==> config.mk <==
export PLATFORM = sky130hd
export DESIGN_NAME = fifo_wr_arbiter
export DESIGN_NICKNAME = d
export VERILOG_FILES = /design/src/rtl/fifo_wr_arbiter.sv
export SDC_FILE = /design/constraint.sdc
export NUM_CORES = 1
export LEC_CHECK = 0
export ABC_AREA = 0
export CAP_MARGIN = 20
export CORE_MARGIN = 3
export CORE_UTILIZATION = 40
export DETAILED_ROUTE_END_ITERATION = 6
export GPL_ROUTABILITY_DRIVEN = 0
export GPL_TIMING_DRIVEN = 0
export PLACE_DENSITY = 0.85
export SLEW_MARGIN = 20
export SYNTH_ARGS = -nofsm -noshare
export SYNTH_HDL_FRONTEND = slang
export SYNTH_SLANG_ARGS = --single-unit
==> constraint.sdc <==
create_clock -name clk_wr -period 3.1 [get_ports clk_wr]
set_input_delay 0.62 -clock clk_wr [delete_from_list [all_inputs] [get_ports clk_wr]]
set_output_delay 0.62 -clock clk_wr [all_outputs]
set_load 0.005 [all_outputs]
==> src/rtl/fifo_wr_arbiter.sv <==
// Round-robin, burst-locked arbiter sharing one async FIFO write port.
// Tags each beat with its owner ID; a watchdog revokes stalled owners.
//
// Ports:
//   clk_wr, wrst_n            write clock, async active-low reset
//   req_valid/last/data       per-requester beat stream (NREQ lanes)
//   req_ready                 per-requester accept
//   fifo_full                 FIFO full flag
//   fifo_wren, fifo_wdata     FIFO write strobe and {id, payload}
//   grant_id, busy            current owner, burst in progress
//   err_timeout, err_id       forced-release pulse, revoked owner
module fifo_wr_arbiter #(
  parameter int NREQ      = 4,
  parameter int DATAWIDTH = 8,
  parameter int TIMEOUT   = 16,
  localparam int IDW      = $clog2(NREQ)
) (
  input  logic                      clk_wr,
  input  logic                      wrst_n,
  input  logic [NREQ-1:0]           req_valid,
  input  logic [NREQ-1:0]           req_last,
  input  logic [NREQ*DATAWIDTH-1:0] req_data,
  output logic [NREQ-1:0]           req_ready,
  input  logic                      fifo_full,
  output logic                      fifo_wren,
  output logic [IDW+DATAWIDTH-1:0]  fifo_wdata,
  output logic [IDW-1:0]            grant_id,
  output logic                      busy,
  output logic                      err_timeout,
  output logic [IDW-1:0]            err_id
);

  localparam int CW = $clog2(TIMEOUT+1);
  localparam logic [IDW-1:0] LAST_ID = IDW'(NREQ-1);
  localparam logic [CW-1:0]  CNT_HIT = CW'(TIMEOUT-1);
  localparam logic [CW-1:0]  CNT_MAX = '1;

  typedef enum logic {
    S_IDLE  = 1'b0,
    S_BURST = 1'b1
  } state_t;

  state_t          r_state;
  logic [IDW-1:0]  r_grant;
  logic [IDW-1:0]  r_rr_ptr;
  logic [CW-1:0]   r_idle_cnt;
  logic            r_err;
  logic [IDW-1:0]  r_err_id;

  state_t          w_state_nxt;
  logic [IDW-1:0]  w_grant_nxt;
  logic [IDW-1:0]  w_rr_nxt;
  logic [CW-1:0]   w_cnt_nxt;
  logic            w_err_nxt;
  logic [IDW-1:0]  w_err_id_nxt;

  logic            w_busy;
  logic            w_own_valid;
  logic            w_own_last;
  logic [DATAWIDTH-1:0] w_own_data;
  logic            w_xfer;
  logic            w_hit;

  logic            w_found;
  logic [IDW-1:0]  w_winner;
  logic [IDW-1:0]  w_scan;

  // Owner lane selection.
  assign w_busy      = (r_state == S_BURST);
  assign w_own_valid = req_valid[r_grant];
  assign w_own_last  = req_last[r_grant];
  assign w_own_data  =
    req_data[int'(r_grant)*DATAWIDTH +: DATAWIDTH];

  assign w_xfer = w_busy & w_own_valid & ~fifo_full;

  // Only an absent owner counts; full stalls keep valid high.
  assign w_hit  = w_busy & ~w_own_valid &
                  (r_idle_cnt == CNT_HIT);

  // Scan starts one past the last winner, wrapping at NREQ-1.
  always_comb begin
    w_found  = 1'b0;
    w_winner = '0;
    w_scan   = r_rr_ptr;
    for (int k = 0; k < NREQ; k++) begin
      w_scan = (w_scan == LAST_ID) ? '0 : w_scan + 1'b1;
      if (!w_found && req_valid[w_scan]) begin
        w_found  = 1'b1;
        w_winner = w_scan;
      end
    end
  end

  always_comb begin
    req_ready = '0;
    if (w_busy) begin
      req_ready[r_grant] = ~fifo_full;
    end
  end

  assign fifo_wren  = w_xfer;
  assign fifo_wdata = w_xfer ? {r_grant, w_own_data} : '0;

  assign grant_id    = r_grant;
  assign busy        = w_busy;
  assign err_timeout = r_err;
  assign err_id      = r_err_id;

  always_comb begin
    w_state_nxt  = r_state;
    w_grant_nxt  = r_grant;
    w_rr_nxt     = r_rr_ptr;
    w_cnt_nxt    = r_idle_cnt;
    w_err_nxt    = 1'b0;
    w_err_id_nxt = r_err_id;
    unique case (r_state)
      S_IDLE: begin
        w_cnt_nxt = '0;
        if (w_found) begin
          w_state_nxt = S_BURST;
          w_grant_nxt = w_winner;
        end
      end
      S_BURST: begin
        if (w_xfer && w_own_last) begin
          w_state_nxt = S_IDLE;
          w_rr_nxt    = r_grant;
          w_cnt_nxt   = '0;
        end else if (w_own_valid) begin
          w_cnt_nxt = '0;
        end else if (w_hit) begin
          w_state_nxt  = S_IDLE;
          w_rr_nxt     = r_grant;
          w_cnt_nxt    = '0;
          w_err_nxt    = 1'b1;
          w_err_id_nxt = r_grant;
        end else if (r_idle_cnt != CNT_MAX) begin
          w_cnt_nxt = r_idle_cnt + 1'b1;
        end
      end
    endcase
  end

  always_ff @(posedge clk_wr or negedge wrst_n) begin
    if (!wrst_n) begin
      r_state    <= S_IDLE;
      r_grant    <= '0;
      r_rr_ptr   <= LAST_ID;
      r_idle_cnt <= '0;
      r_err      <= 1'b0;
      r_err_id   <= '0;
    end else begin
      r_state    <= w_state_nxt;
      r_grant    <= w_grant_nxt;
      r_rr_ptr   <= w_rr_nxt;
      r_idle_cnt <= w_cnt_nxt;
      r_err      <= w_err_nxt;
      r_err_id   <= w_err_id_nxt;
    end
  end

endmodule

==> flow_summary_export.csv, run 1 <==
group,metric,value,unit
logic_synthesis,synth_simple_gate_area_share,24.7,%
detailed_routing,drc,0,
run_status,status,"complete, no violations",
floorplanning,die_h,57.7,um
clock_network,cts_sinks,13,
logic_synthesis,synth-edff-count,0,
sta,fin_crit,3.05,ns
global_route,grt_pass1_vias,1255,
sta,relSlewSlack,61.1,%
clock_network,path_clk_slew,0.08,ns
logic_synthesis,yosys-mux-area-fraction,28.1,%
logic_synthesis,postSynthRegisterBits,13,
layout,fin_util,71.1,%
job,maxCapViolations,0,
power,powerDensity,684,nW/um2
layout,drive_gt1_share,11.7,%
worst_setup_path,cp_max_fo,10,
logic_synthesis,yosys.area.top_type_share,25.7,%
place,dp_hpwl,2800,um
floorplanning,rows,18,
clock_network,cts_buffers,3,
logic_synthesis,synth_common_cells,"nor2_1, dfrtp_1, and3_1",
logic_synthesis,synth_area_per_cell,10.3,um2
floorplanning,core_area,2500,um2
worst_setup_path,worstRegToRegCells,5,
logic_synthesis,yosysTopAreaCell,"dfrtp_1",
sta,worst_slew_pin_slew,0.581,ns
logic_synthesis,yosysMostFrequentCell,"nor2_1",
place,place_area,1740,um2
logic_synthesis,synth.distinct_cells,34,
detailed_routing,drt_iter0_drc,63,
sta,maxSlewViolCount,0,
logic_synthesis,synthTopCellsByArea,"dfrtp_1, mux4_2, mux4_1, mux2i_1, dfstp_2",
clock_network,clk_path_buf_depth,2,
hold_path,timing.hold.worst_endpoint,"err_id[0]$_DFFE_PN0P_",
floorplanning,die_x,57.7,um
clock_network,cts_hold_buf,0,
clock_network,ctsHtreeMaxLevel,1,
sta,fmax,328,MHz
clock_network,insertion_delay,0.28,ns
worst_setup_path,cp.arrival,2.43,ns
hold_path,whs_path_depth,1,
worst_setup_path,rr_endpoint,"err_id[0]$_DFFE_PN0P_",
hold_path,hp-start,"err_id[0]$_DFFE_PN0P_",
worst_setup_path,crit_type,"in2out",
logic_synthesis,synth-xor-area-share,0,%
logic_synthesis,syn_inst,104,
place,portBuffers,63,
global_route,grt_pass1_wl,5710,um
global_route,grt_overflow,0,
logic_synthesis,async_flop_share,100,%
detailed_routing,ant_nets,0,
detailed_routing,dr.pass1.iters,4,
logic_synthesis,synth_nets,149,
clock_network,root_buffer,"clkbuf_4",
sta,rsz0062_at_grt,"no",
global_route,antenna_found_initial,0,
worst_setup_path,r2r_slack,1.00,ns
logic_synthesis,syn_area,1070,um2
worst_setup_path,worstPathRequired,2.48,ns
layout,area_delta_synth_final,66.2,%
sta,setup_viol,0,
power,leakagePower,0.753,nW
floorplanning,io_pins,64,
worst_setup_path,regToRegStartpoint,"grant_id[0]$_DFFE_PN0P_",
layout,diodes,0,
worst_setup_path,crit_start,"req_valid[2]",
sta,setup_tns,0,ns
layout,multiInputGateArea,696,um2
sta,finalHoldViolCount,0,
detailed_routing,wl,3540,um
sta,clock_skew,0.00131,ns
logic_synthesis,synth.yosys.warnings,0,
logic_synthesis,ys.flop_type,"dfrtp_1",
sta,holdWs,0.520,ns
logic_synthesis,synth_fa_ha_area_share,2.34,%
logic_synthesis,synth-compound-area-share,9.71,%
worst_setup_path,startpoint_type,"primary input",
layout,final_nets,217,
global_route,grt_max_degree,14,
logic_synthesis,synth_top_family_by_area,"multiplexers",
detailed_routing,avgRoutedWirePerCell,17.6,um
layout,post-route-cell-area,1780,um2
power,total_power,1.22,mW
worst_setup_path,end_kind,"output pin",
hold_path,min_path_type,"reg2reg",
detailed_routing,vias,1190,
clock_network,tritoncts,"done",
logic_synthesis,yosysSeqAreaShare,30.6,%
layout,fill_cells,171,
global_route,grt.total_usage,21.9,%
layout,regArea,328,um2
floorplanning,start_util,42.8,%
detailed_routing,drt-vias-per-instance,5.92,
sta,min_period_over_period,98.4,%
power,peakVddDrop,0.000384,V
floorplanning,die-area,3330,um2
## repair_timing
| action | in CTS | in global routing |
|---|---|---|
| pin swaps | 0 | 0 |
| resized for setup | 1 | 6 |
| endpoints found under the setup margin | 10 | 11 |
| buffers inserted | 1 | 0 |
## power breakdown
group | internal, mW | total, mW | switching, mW | leakage, nW
clock network | 0.0499 | 0.107 | 0.0570 | 0.0150
registers | 0.226 | 0.303 | 0.0767 | 0.165
logic | 0.450 | 0.806 | 0.356 | 0.573
## logic make-up after synthesis
group,Yosys count
compound gates,14
fa+ha+maj,2
buf+inv,11
flops,13
mux,17
simple gates,47
## sequential cells by signal, summed over array words and instances (netlist names)
signal	count
r_idle_cnt	5
err_id	2
grant_id	2
r_rr_ptr	2
busy	1
err_timeout	1
## cell type report
type / count / area share [%]
multi-input combinational: 80 / 39.1
timing repair buffer: 64 / 36.0
sequential: 13 / 18.4
buffer: 4 / 1.55
clock buffer: 4 / 1.48
inverter: 6 / 1.27
tap: 30 / 2.11
## placed cells by master, fill, tap and decap left out, types with 2 or more instances in the layout
cell and instances:
nor2_1 11, mux4_2 5, nand2b_1 3, nor3_1 2, ha_1 2, o21ai_0 2, a221oi_1 2, and3_1 8
mux2_2 2, mux4_1 4, mux2i_1 6, nor3b_1 2, dfrtp_1 11, a2111oi_0 2, nand4_1 3, clkdlybuf4s50_1 62
nand3_1 5, dfstp_2 2, a21oi_1 2, inv_1 6, nor4_1 3, nand2_1 5, clkbuf_4 4
## through the flow
step                      cells  worst slack, ns
final                       201           0.0507
after global routing        201          0.00263
after CTS                   201          0.00629
after detailed placement    197           -0.244
after global placement      197           -0.198
after floorplan             104            0.928
## per-layer routing
metal / vias up / routed length (um) / GRT usage (%)
li1: 546 / - / -
met1: 572 / 1360 / 25.2
met2: 55 / 1820 / 39.2
met3: 17 / 234 / 5.12
met4: 0 / 120 / 8.28
met5: - / 0 / 0
## how the worst max path moves through the flow
stage | endpoint
floorplan | fifo_wdata[0]
global placement | fifo_wdata[9]
detailed placement | fifo_wdata[8]
CTS | fifo_wdata[8]
global route | fifo_wdata[8]
finish | fifo_wdata[8]
## worst max-delay path, cell delays in order
cell and delay, ns:
clkdlybuf4s50_1 0.46, mux4_2 0.52, clkbuf_4 0.21, nand2_1 0.12, nor2_1 0.05, clkdlybuf4s50_1 0.45
Power figures use the tool's default switching activity.
==> inputs of run 2 (changes only) <==
Settings changed: HOLD_SLACK_MARGIN from default to 0.05.
==> results of run 2 <==
Final layout, timing and power as in run 1 (identical DEF).
